### src/rtl/seg7_scan_driver.sv
// Four-digit multiplexed seven-segment scan driver with frame-synchronous double buffering.
// Define SEG7_LEADING_ZERO_BLANK_EN to blank leading zero digits (digit 0 is always shown).
module seg7_scan_driver #(
    parameter int unsigned REFRESH_DIV = 100000
) (
    input  logic        Clock,
    input  logic        Reset,
    input  logic [15:0] DataIn,
    input  logic        Load,
    output logic        Pending,
    output logic [6:0]  out7,
    output logic [3:0]  en_out
);

    localparam int unsigned CntW = (REFRESH_DIV > 1) ? $clog2(REFRESH_DIV) : 1;
    localparam logic [CntW-1:0] CntMax = CntW'(REFRESH_DIV - 1);

    localparam logic [6:0] SegBlank = 7'h7F;
    localparam logic [3:0] EnAllOff = 4'hF;

    logic [CntW-1:0] cnt_q, cnt_d;
    logic [1:0]      digit_q, digit_d;
    logic [15:0]     disp_q, disp_d;
    logic [15:0]     pend_q, pend_d;
    logic            pend_v_q, pend_v_d;
    logic [6:0]      out7_q, out7_d;
    logic [3:0]      en_out_q, en_out_d;

    logic            tick;
    logic            frame_end;
    logic [3:0]      cur_nib;
    logic            blank;

    function automatic logic [6:0] hex_to_seg(input logic [3:0] nib);
        logic [6:0] seg;
        seg = SegBlank;
        case (nib)
            4'h0: seg = 7'h40;
            4'h1: seg = 7'h79;
            4'h2: seg = 7'h24;
            4'h3: seg = 7'h30;
            4'h4: seg = 7'h19;
            4'h5: seg = 7'h12;
            4'h6: seg = 7'h02;
            4'h7: seg = 7'h78;
            4'h8: seg = 7'h00;
            4'h9: seg = 7'h10;
            4'hA: seg = 7'h08;
            4'hB: seg = 7'h03;
            4'hC: seg = 7'h46;
            4'hD: seg = 7'h21;
            4'hE: seg = 7'h06;
            4'hF: seg = 7'h0E;
            default: seg = SegBlank;
        endcase
        return seg;
    endfunction

    assign tick      = (cnt_q == CntMax);
    assign frame_end = tick && (digit_q == 2'd3);
    assign cur_nib   = disp_q[{digit_q, 2'b00} +: 4];

`ifdef SEG7_LEADING_ZERO_BLANK_EN
    // A digit is a leading zero when it and every more-significant nibble are zero.
    always_comb begin
        blank = 1'b0;
        case (digit_q)
            2'd3:    blank = (disp_q[15:12] == 4'h0);
            2'd2:    blank = (disp_q[15:8] == 8'h00);
            2'd1:    blank = (disp_q[15:4] == 12'h000);
            default: blank = 1'b0;
        endcase
    end
`else
    assign blank = 1'b0;
`endif

    always_comb begin
        cnt_d    = tick ? '0 : cnt_q + 1'b1;
        digit_d  = tick ? digit_q + 2'd1 : digit_q;
        pend_d   = pend_q;
        pend_v_d = pend_v_q;
        disp_d   = disp_q;

        if (Load) begin
            pend_d   = DataIn;
            pend_v_d = 1'b1;
        end

        // A load landing on the frame boundary bypasses the pending buffer.
        if (frame_end) begin
            if (Load) begin
                disp_d = DataIn;
            end else if (pend_v_q) begin
                disp_d = pend_q;
            end
            pend_v_d = 1'b0;
        end

        en_out_d = ~(4'b0001 << digit_q);
        out7_d   = blank ? SegBlank : hex_to_seg(cur_nib);
    end

    always_ff @(posedge Clock or negedge Reset) begin
        if (!Reset) begin
            cnt_q    <= '0;
            digit_q  <= 2'd0;
            disp_q   <= 16'h0000;
            pend_q   <= 16'h0000;
            pend_v_q <= 1'b0;
            out7_q   <= SegBlank;
            en_out_q <= EnAllOff;
        end else begin
            cnt_q    <= cnt_d;
            digit_q  <= digit_d;
            disp_q   <= disp_d;
            pend_q   <= pend_d;
            pend_v_q <= pend_v_d;
            out7_q   <= out7_d;
            en_out_q <= en_out_d;
        end
    end

    assign Pending = pend_v_q;
    assign out7    = out7_q;
    assign en_out  = en_out_q;

endmodule

### config.mk
export PLATFORM = sky130hd
export DESIGN_NAME = seg7_scan_driver
export DESIGN_NICKNAME = d
export VERILOG_FILES = /design/src/rtl/seg7_scan_driver.sv
export SDC_FILE = /design/constraint.sdc
export NUM_CORES = 1
export LEC_CHECK = 0
export ABC_CLOCK_PERIOD_IN_PS = 2900
export CAP_MARGIN = 30
export CELL_PAD_IN_SITES_DETAIL_PLACEMENT = 0
export CELL_PAD_IN_SITES_GLOBAL_PLACEMENT = 1
export CORE_MARGIN = 10
export CORE_UTILIZATION = 46
export DETAILED_ROUTE_END_ITERATION = 8
export PLACE_DENSITY_LB_ADDON = 0.2
export SYNTH_ARGS = -nofsm -noshare
export SYNTH_HDL_FRONTEND = slang
export SYNTH_SLANG_ARGS = --single-unit
export TNS_END_PERCENT = 5
### constraint.sdc
create_clock -name Clock -period 2.9 [get_ports Clock]
set_clock_uncertainty 0.1 [all_clocks]
set_input_delay 0.87 -clock Clock [delete_from_list [all_inputs] [get_ports Clock]]
set_output_delay 0.87 -clock Clock [all_outputs]
set_load 0.02 [all_outputs]
==> run_results.csv, run 1 <==
group,metric,value,unit
critical_path,path_delay_family,"buffers and inverters",
power_and_ir_drop,leakage,1.50,nW
logic_synthesis,synth_top_family_by_area,"multiplexers",
sta,finalHoldViolCount,0,
final_layout,multiInputGateArea,1160,um^2
grt,grt-ovfl-total,0,
sta,fin_ws,0.484,ns
logic_synthesis,ys_seq_area_share,55.5,%
critical_path,critPathLaunchType,"flop",
critical_path,cp_num_buf_inv,1,
sta,finalCriticalPeriod,2.42,ns
grt,grt_pass1_wl,8870,um
logic_synthesis,synth-seq-cells,63,
logic_synthesis,avgSynthCellArea,13.5,um^2
placement,dp_cells,314,
sta,setup_viol,0,
drt,wl_per_cell,15.0,um
drt,dr.pass1.iters,4,
final_layout,finalNetCount,280,
power_and_ir_drop,power.total,1.65,mW
critical_path,r2r_setup_slack,0.62,ns
drt,num_vias,1673,
logic_synthesis,yosysWarnings,0,
clock_tree,clkSinkCount,63,
critical_path,reg2regPathDepth,5,
logic_synthesis,ys_types,40,
floorplanning,core,5990,um^2
sta,slew-limit-headroom,59.5,%
outcome,status,"complete, no violations",
grt,first_global_vias,1815,
clock_tree,cts_tree,"done",
critical_path,cp_max_fo,1,
final_layout,fin_cells,330,
drt,drt-total-wl,4960,um
grt,antenna_found_initial,0,
min_path,hp-class,"flop to flop",
critical_path,crit_chain,"clkdlybuf4s50_1",
logic_synthesis,syn_area,2870,um^2
floorplanning,die-area,9790,um^2
clock_tree,htree_levels,3,
critical_path,r2r_start,"digit_q[0]",
placement,io_buffers,30,
floorplanning,boundaryPins,31,
logic_synthesis,syn_nets,243,
logic_synthesis,synth_compound_gate_area_share,2.36,%
final_layout,nFillCells,509,
final_layout,fin_area,3410,um^2
drt,drt_iter0_markers,74,
sta,finalHoldWorstSlack,0.396,ns
clock_tree,cts.clk_slew.worst_paths,0.06,ns
floorplanning,die_y,99.0,um
critical_path,cp_slowest_cell,"clkdlybuf4s50_1",
floorplanning,fp-row-count,28,
clock_tree,root_buffer,"clkbuf_8",
flow_run,drv_cap,0,
final_layout,areaGrowthSynthToFinish,18.8,%
drt,antenna_left,0,
power_and_ir_drop,power.density,485,nW/um^2
critical_path,required,1.93,ns
clock_tree,post-cts-setup-buffer-count,0,
min_path,hp-start,"pend_q[11]",
logic_synthesis,synth_xor_area_share,4.28,%
placement,pre_cts_slack,0.262,ns
power_and_ir_drop,ir_drop,0.360,mV
clock_tree,cts_buffers,9,
sta,fin_setup_tns,0,ns
clock_tree,cts.repair.resized,0,
sta,final-max-slew-violation-count,0,
grt,grt_max_degree,38,
final_layout,final-seq-area,1590,um^2
final_layout,drive_above_1_share,28.2,%
clock_tree,clkLatencyLatePin,0.33,ns
critical_path,critPathArrivalTime,1.45,ns
drt,drc,0,
sta,fmax,414,MHz
final_layout,fin_util,56.9,%
floorplanning,initial_core_util,47.9,%
clock_tree,postCtsHoldBufs,0,
logic_synthesis,synth_mux_area_share,18.6,%
drt,vias_per_cell,5.07,
final_layout,layout_commonest_cell,"dfrtp_1",
critical_path,crit_path_max_incr_delay,0.60,ns
min_path,hold_depth,1,
grt,grt.total_usage,11.0,%
final_layout,layout_common_cells,"52 x dfrtp_1, 35 x mux2_2, 29 x clkdlybuf4s50_1, 15 x nor2_1, 12 x inv_1",
sta,rsz0062_at_grt,"no",
logic_synthesis,synthSimpleGateAreaFrac,10.5,%
placement,dp_hpwl,3570,um
clock_tree,cts_buffer_depth,2,
critical_path,crit_path_end_kind,"output port",
min_path,min_to,"pend_q[11]",
critical_path,setup.worst_path.start,"out7[0]",
logic_synthesis,synth_cells,213,
sta,worst_slew_pin_slew,0.608,ns
logic_synthesis,synth_adder_area_share,4.80,%
sta,min_period_over_period,83.3,%
placement,place_congestion,0.736,
floorplanning,die_x,99.0,um
critical_path,reg2reg_to,"out7[3]",
final_layout,antenna-diode-count,0,
placement,placed_cell_area,3230,um^2
critical_path,critPathKind,"flop to output port",
## per-layer routing
layer	share of wire [%]	GRT usage, %	wire length, um	vias up
met2	44	16.6	2200	34
met4	1.7	4.63	84	0
met5	0	0	0	-
li1	-	-	-	816
met1	47	13.6	2330	813
met3	6.9	4.68	344	10
## power breakdown
part,total [mW],internal [mW],switching [mW]
clock,0.665,0.351,0.314
sequential,0.907,0.902,0.00499
combinational,0.0799,0.0442,0.0357
total,1.65,1.30,0.355
## flip-flops by register name (all words and copies together), names as in the netlist
name and count:
Pending 1, cnt_q 17, digit_q 2, disp_q 16
en_out 4, out7 7, pend_q 16
## area by class of cell
cell class,count,share of cell area [%]
sequential,63,46.7
multi-input combinational,130,34.2
timing repair buffer,34,9.92
clock buffer,12,4.56
tap,75,2.76
inverter,12,1.32
clock inverter,4,0.588
## logic make-up after synthesis
family	after synthesis
adder cells (fa/ha/maj)	11
AO/OA/AOI/OAI	11
buffers and inverters	20
XOR/XNOR	14
multiplexers	42
flip-flops	63
AND/OR/NAND/NOR	52
## synthesized netlist by cell type (all sizes together)
cell     instances  share of area (%)
a21oi            4               0.70
a32o             1               0.35
and3             1               0.22
and4             2               0.70
and4bb           1               0.44
buf              7                2.3
clkbuf           1               0.13
dfrtp           52                 45
dfstp           11                 10
ha              11                4.8
inv             12                1.6
mux2            35                 14
mux2i            2               0.70
mux4             5                4.2
nand2            9                1.2
nand2b           1               0.22
nand3            6                1.0
nand3b           1               0.26
nand4            4                1.4
nand4bb          1               0.39
nor2            15                2.0
nor2b            1               0.22
nor3             4               0.70
nor3b            1               0.26
nor4             1               0.44
nor4bb           1               0.35
o21ai            2               0.35
o22ai            2               0.44
o31ai            2               0.52
or2              1               0.22
or4              2               0.52
xnor2            6                1.8
xor2             8                2.4
## worst max-delay path by stage
stage	endpoint	slack (ns)	depth (start not counted)
after floorplan	disp_q[10]	0.67	4
after global placement	disp_q[14]	0.32	6
after detailed placement	disp_q[1]	0.26	6
after CTS	out7[0]	0.46	1
after global routing	out7[5]	0.44	1
final	out7[0]	0.48	1
Power figures use the tool's default switching activity.
==> inputs of run 2 (changes only) <==
--- a/config.mk
+++ b/config.mk
@@ -5,12 +5,12 @@
 export SDC_FILE = /design/constraint.sdc
 export NUM_CORES = 1
 export LEC_CHECK = 0
-export ABC_CLOCK_PERIOD_IN_PS = 2900
+export ABC_CLOCK_PERIOD_IN_PS = 2000
 export CAP_MARGIN = 30
 export CELL_PAD_IN_SITES_DETAIL_PLACEMENT = 0
 export CELL_PAD_IN_SITES_GLOBAL_PLACEMENT = 1
 export CORE_MARGIN = 10
-export CORE_UTILIZATION = 46
+export CORE_UTILIZATION = 41
 export DETAILED_ROUTE_END_ITERATION = 8
 export PLACE_DENSITY_LB_ADDON = 0.2
 export SYNTH_ARGS = -nofsm -noshare
==> constraint.sdc (replaced) <==
create_clock -name Clock -period 2 [get_ports Clock]
set_clock_uncertainty 0.1 [all_clocks]
set_input_delay 0.6 -clock Clock [delete_from_list [all_inputs] [get_ports Clock]]
set_output_delay 0.6 -clock Clock [all_outputs]
set_load 0.02 [all_outputs]
==> run_results.csv, run 2 (synthesized netlist as in run 1, its figures left out) <==
group,metric,value,unit
outcome,status,"complete, no violations",
power_and_ir_drop,power.density,688,nW/um^2
grt,antenna_found_initial,0,
drt,vias_per_cell,4.76,
placement,dp_hpwl,3780,um
power_and_ir_drop,power_switching,0.544,mW
power_and_ir_drop,ir_drop,0.350,mV
placement,placed_cell_area,3390,um^2
power_and_ir_drop,swShare,22.1,%
critical_path,critPathLaunchType,"flop",
sta,worst_slew_pin_slew,0.325,ns
sta,finalCriticalPeriod,1.94,ns
sta,fin_setup_tns,0,ns
placement,place_congestion,0.744,
floorplanning,core,6790,um^2
sta,min_period_over_period,97.2,%
sta,finalHoldViolCount,0,
grt,grt-ovfl-total,0,
critical_path,critPathKind,"flop to flop",
power_and_ir_drop,p_clk_share,42.1,%
final_layout,layout_common_cells,"51 x dfrtp_1, 35 x mux2_2, 19 x buf_4, 17 x clkdlybuf4s50_1, 15 x nor2_1",
final_layout,regMostFlops,"cnt_q",
grt,grt_max_degree,64,
sta,final-max-slew-violation-count,0,
floorplanning,initial_core_util,42.2,%
drt,dr.pass1.iters,4,
clock_tree,postCtsHoldBufs,0,
floorplanning,die_y,104,um
critical_path,reg2reg_to,"out7[3]",
floorplanning,die-area,10700,um^2
final_layout,nFillCells,603,
final_layout,multiInputGateArea,1170,um^2
min_path,hp-class,"input port to async pin",
critical_path,critPathArrivalTime,2.10,ns
sta,rsz0062_at_grt,"yes",
drt,antenna_left,0,
grt,grt_pass1_wl,9110,um
flow_run,drv_cap,0,
grt,first_global_vias,1892,
sta,setup_viol,0,
power_and_ir_drop,pwr-share-seq,53.3,%
clock_tree,cts_buffer_depth,2,
critical_path,crit_path_end_kind,"flop",
final_layout,antenna-diode-count,0,
clock_tree,clkLatencyLatePin,0.34,ns
power_and_ir_drop,leakage,1.60,nW
drt,num_vias,1752,
sta,fmax,514,MHz
grt,grt.total_usage,10.4,%
critical_path,setup.worst_path.start,"digit_q[0]",
sta,slew-limit-headroom,78.4,%
final_layout,fin_util,52.7,%
final_layout,areaGrowthSynthToFinish,24.9,%
placement,io_buffers,30,
critical_path,r2r_start,"digit_q[0]",
clock_tree,clkSinkCount,63,
final_layout,largestRegisters,"cnt_q: 17 flops, disp_q: 16 flops, pend_q: 16 flops",
floorplanning,die_x,104,um
drt,drt-total-wl,5160,um
power_and_ir_drop,power.total,2.47,mW
drt,wl_per_cell,14.0,um
floorplanning,fp-row-count,30,
final_layout,final-seq-area,1590,um^2
critical_path,cp_max_fo,6,
clock_tree,htree_levels,3,
clock_tree,cts_buffers,9,
critical_path,required,2.15,ns
power_and_ir_drop,p_comb_share,4.6,%
drt,drc,0,
clock_tree,cts.clk_slew.worst_paths,0.07,ns
clock_tree,cts_tree,"done",
final_layout,fin_area,3580,um^2
drt,drt_iter0_markers,42,
critical_path,cp-endpoint,"out7[3]",
final_layout,largest_reg_flops,17,
final_layout,finalNetCount,297,
floorplanning,boundaryPins,31,
critical_path,r2r_setup_slack,0.06,ns
critical_path,reg2regPathDepth,3,
final_layout,drive_above_1_share,35.7,%
clock_tree,root_buffer,"clkbuf_8",
final_layout,layout_commonest_cell,"dfrtp_1",
power_and_ir_drop,p_int,1.92,mW
==> run 2: cell types whose count changed in the layout (fill, tap and decap cells not counted), moves of 3 or more <==
| cell | previous run | this run |
|---|---|---|
| buf_4 | 3 | 19 |
| clkdlybuf4s50_1 | 29 | 17 |
| clkinv_2 | 4 | 1 |
| dlygate4sd2_1 | 0 | 12 |
==> run 2: area by class of cell <==
cell class / count / share of cell area [%]
Tap cell: 96 / 3.35
Timing Repair Buffer: 51 / 12.9
Inverter: 12 / 1.26
Multi-Input combinational cell: 130 / 32.6
Sequential cell: 63 / 44.4
Clock inverter: 4 / 0.804
Clock buffer: 12 / 4.61
==> run 2: worst min-delay path by stage <==
stage / startpoint / end / slack, ns / depth (start not counted)
5_1_grt: Reset / disp_q[10] / 0.18 / 2
3_5_place_dp: pend_q[11] / pend_q[11] / 0.38 / 1
6_report: Reset / pend_q[14] / 0.17 / 2
3_3_place_gp: pend_q[11] / pend_q[11] / 0.38 / 1
4_1_cts: Reset / cnt_q[3] / 0.16 / 2
2_1_floorplan: Reset / Pending / 0.20 / 0
==> run 2: power groups by stage <==
stage,combinational (mW),clock (mW),sequential [mW]
after global routing,0.128,1.13,1.32
after global placement,0.117,0,1.34
after detailed placement,0.119,0,1.34
after CTS,0.119,1.08,1.31
final,0.114,1.04,1.31
after floorplan,0.0447,0,1.34
==> run 2: worst max-delay path: stages, from the launching register on <==
cell and delay [ns]:
dfrtp_2 0.42, mux4_2 0.62, ha_2 0.25, mux4_2 0.46
==> run 2: what timing repair did <==
| action | in CTS | in global routing |
|---|---|---|
| pin swaps | 0 | 2 |
| gates resized for setup | 14 | 3 |
| setup endpoints to repair | 15 | 19 |
| setup buffers | 0 | 0 |
==> run 2: metrics by stage <==
stage / hold WS, ns / worst slack, ns / cells
floorplan: 0.204 / 0.0394 / 213
global placement: 0.379 / -0.206 / 352
detailed placement: 0.384 / -0.251 / 352
CTS: 0.162 / 0.00340 / 368
global route: 0.178 / -0.00697 / 368
finish: 0.166 / 0.0555 / 368
==> run 2: routing by layer <==
layer	track usage, %	part of all wire [%]	wire (um)	vias up
li1	-	-	-	855
met1	12.9	47	2430	855
met2	15.7	46	2380	33
met3	3.84	4.9	253	9
met4	4.84	1.9	100	0
met5	0	0	0	-
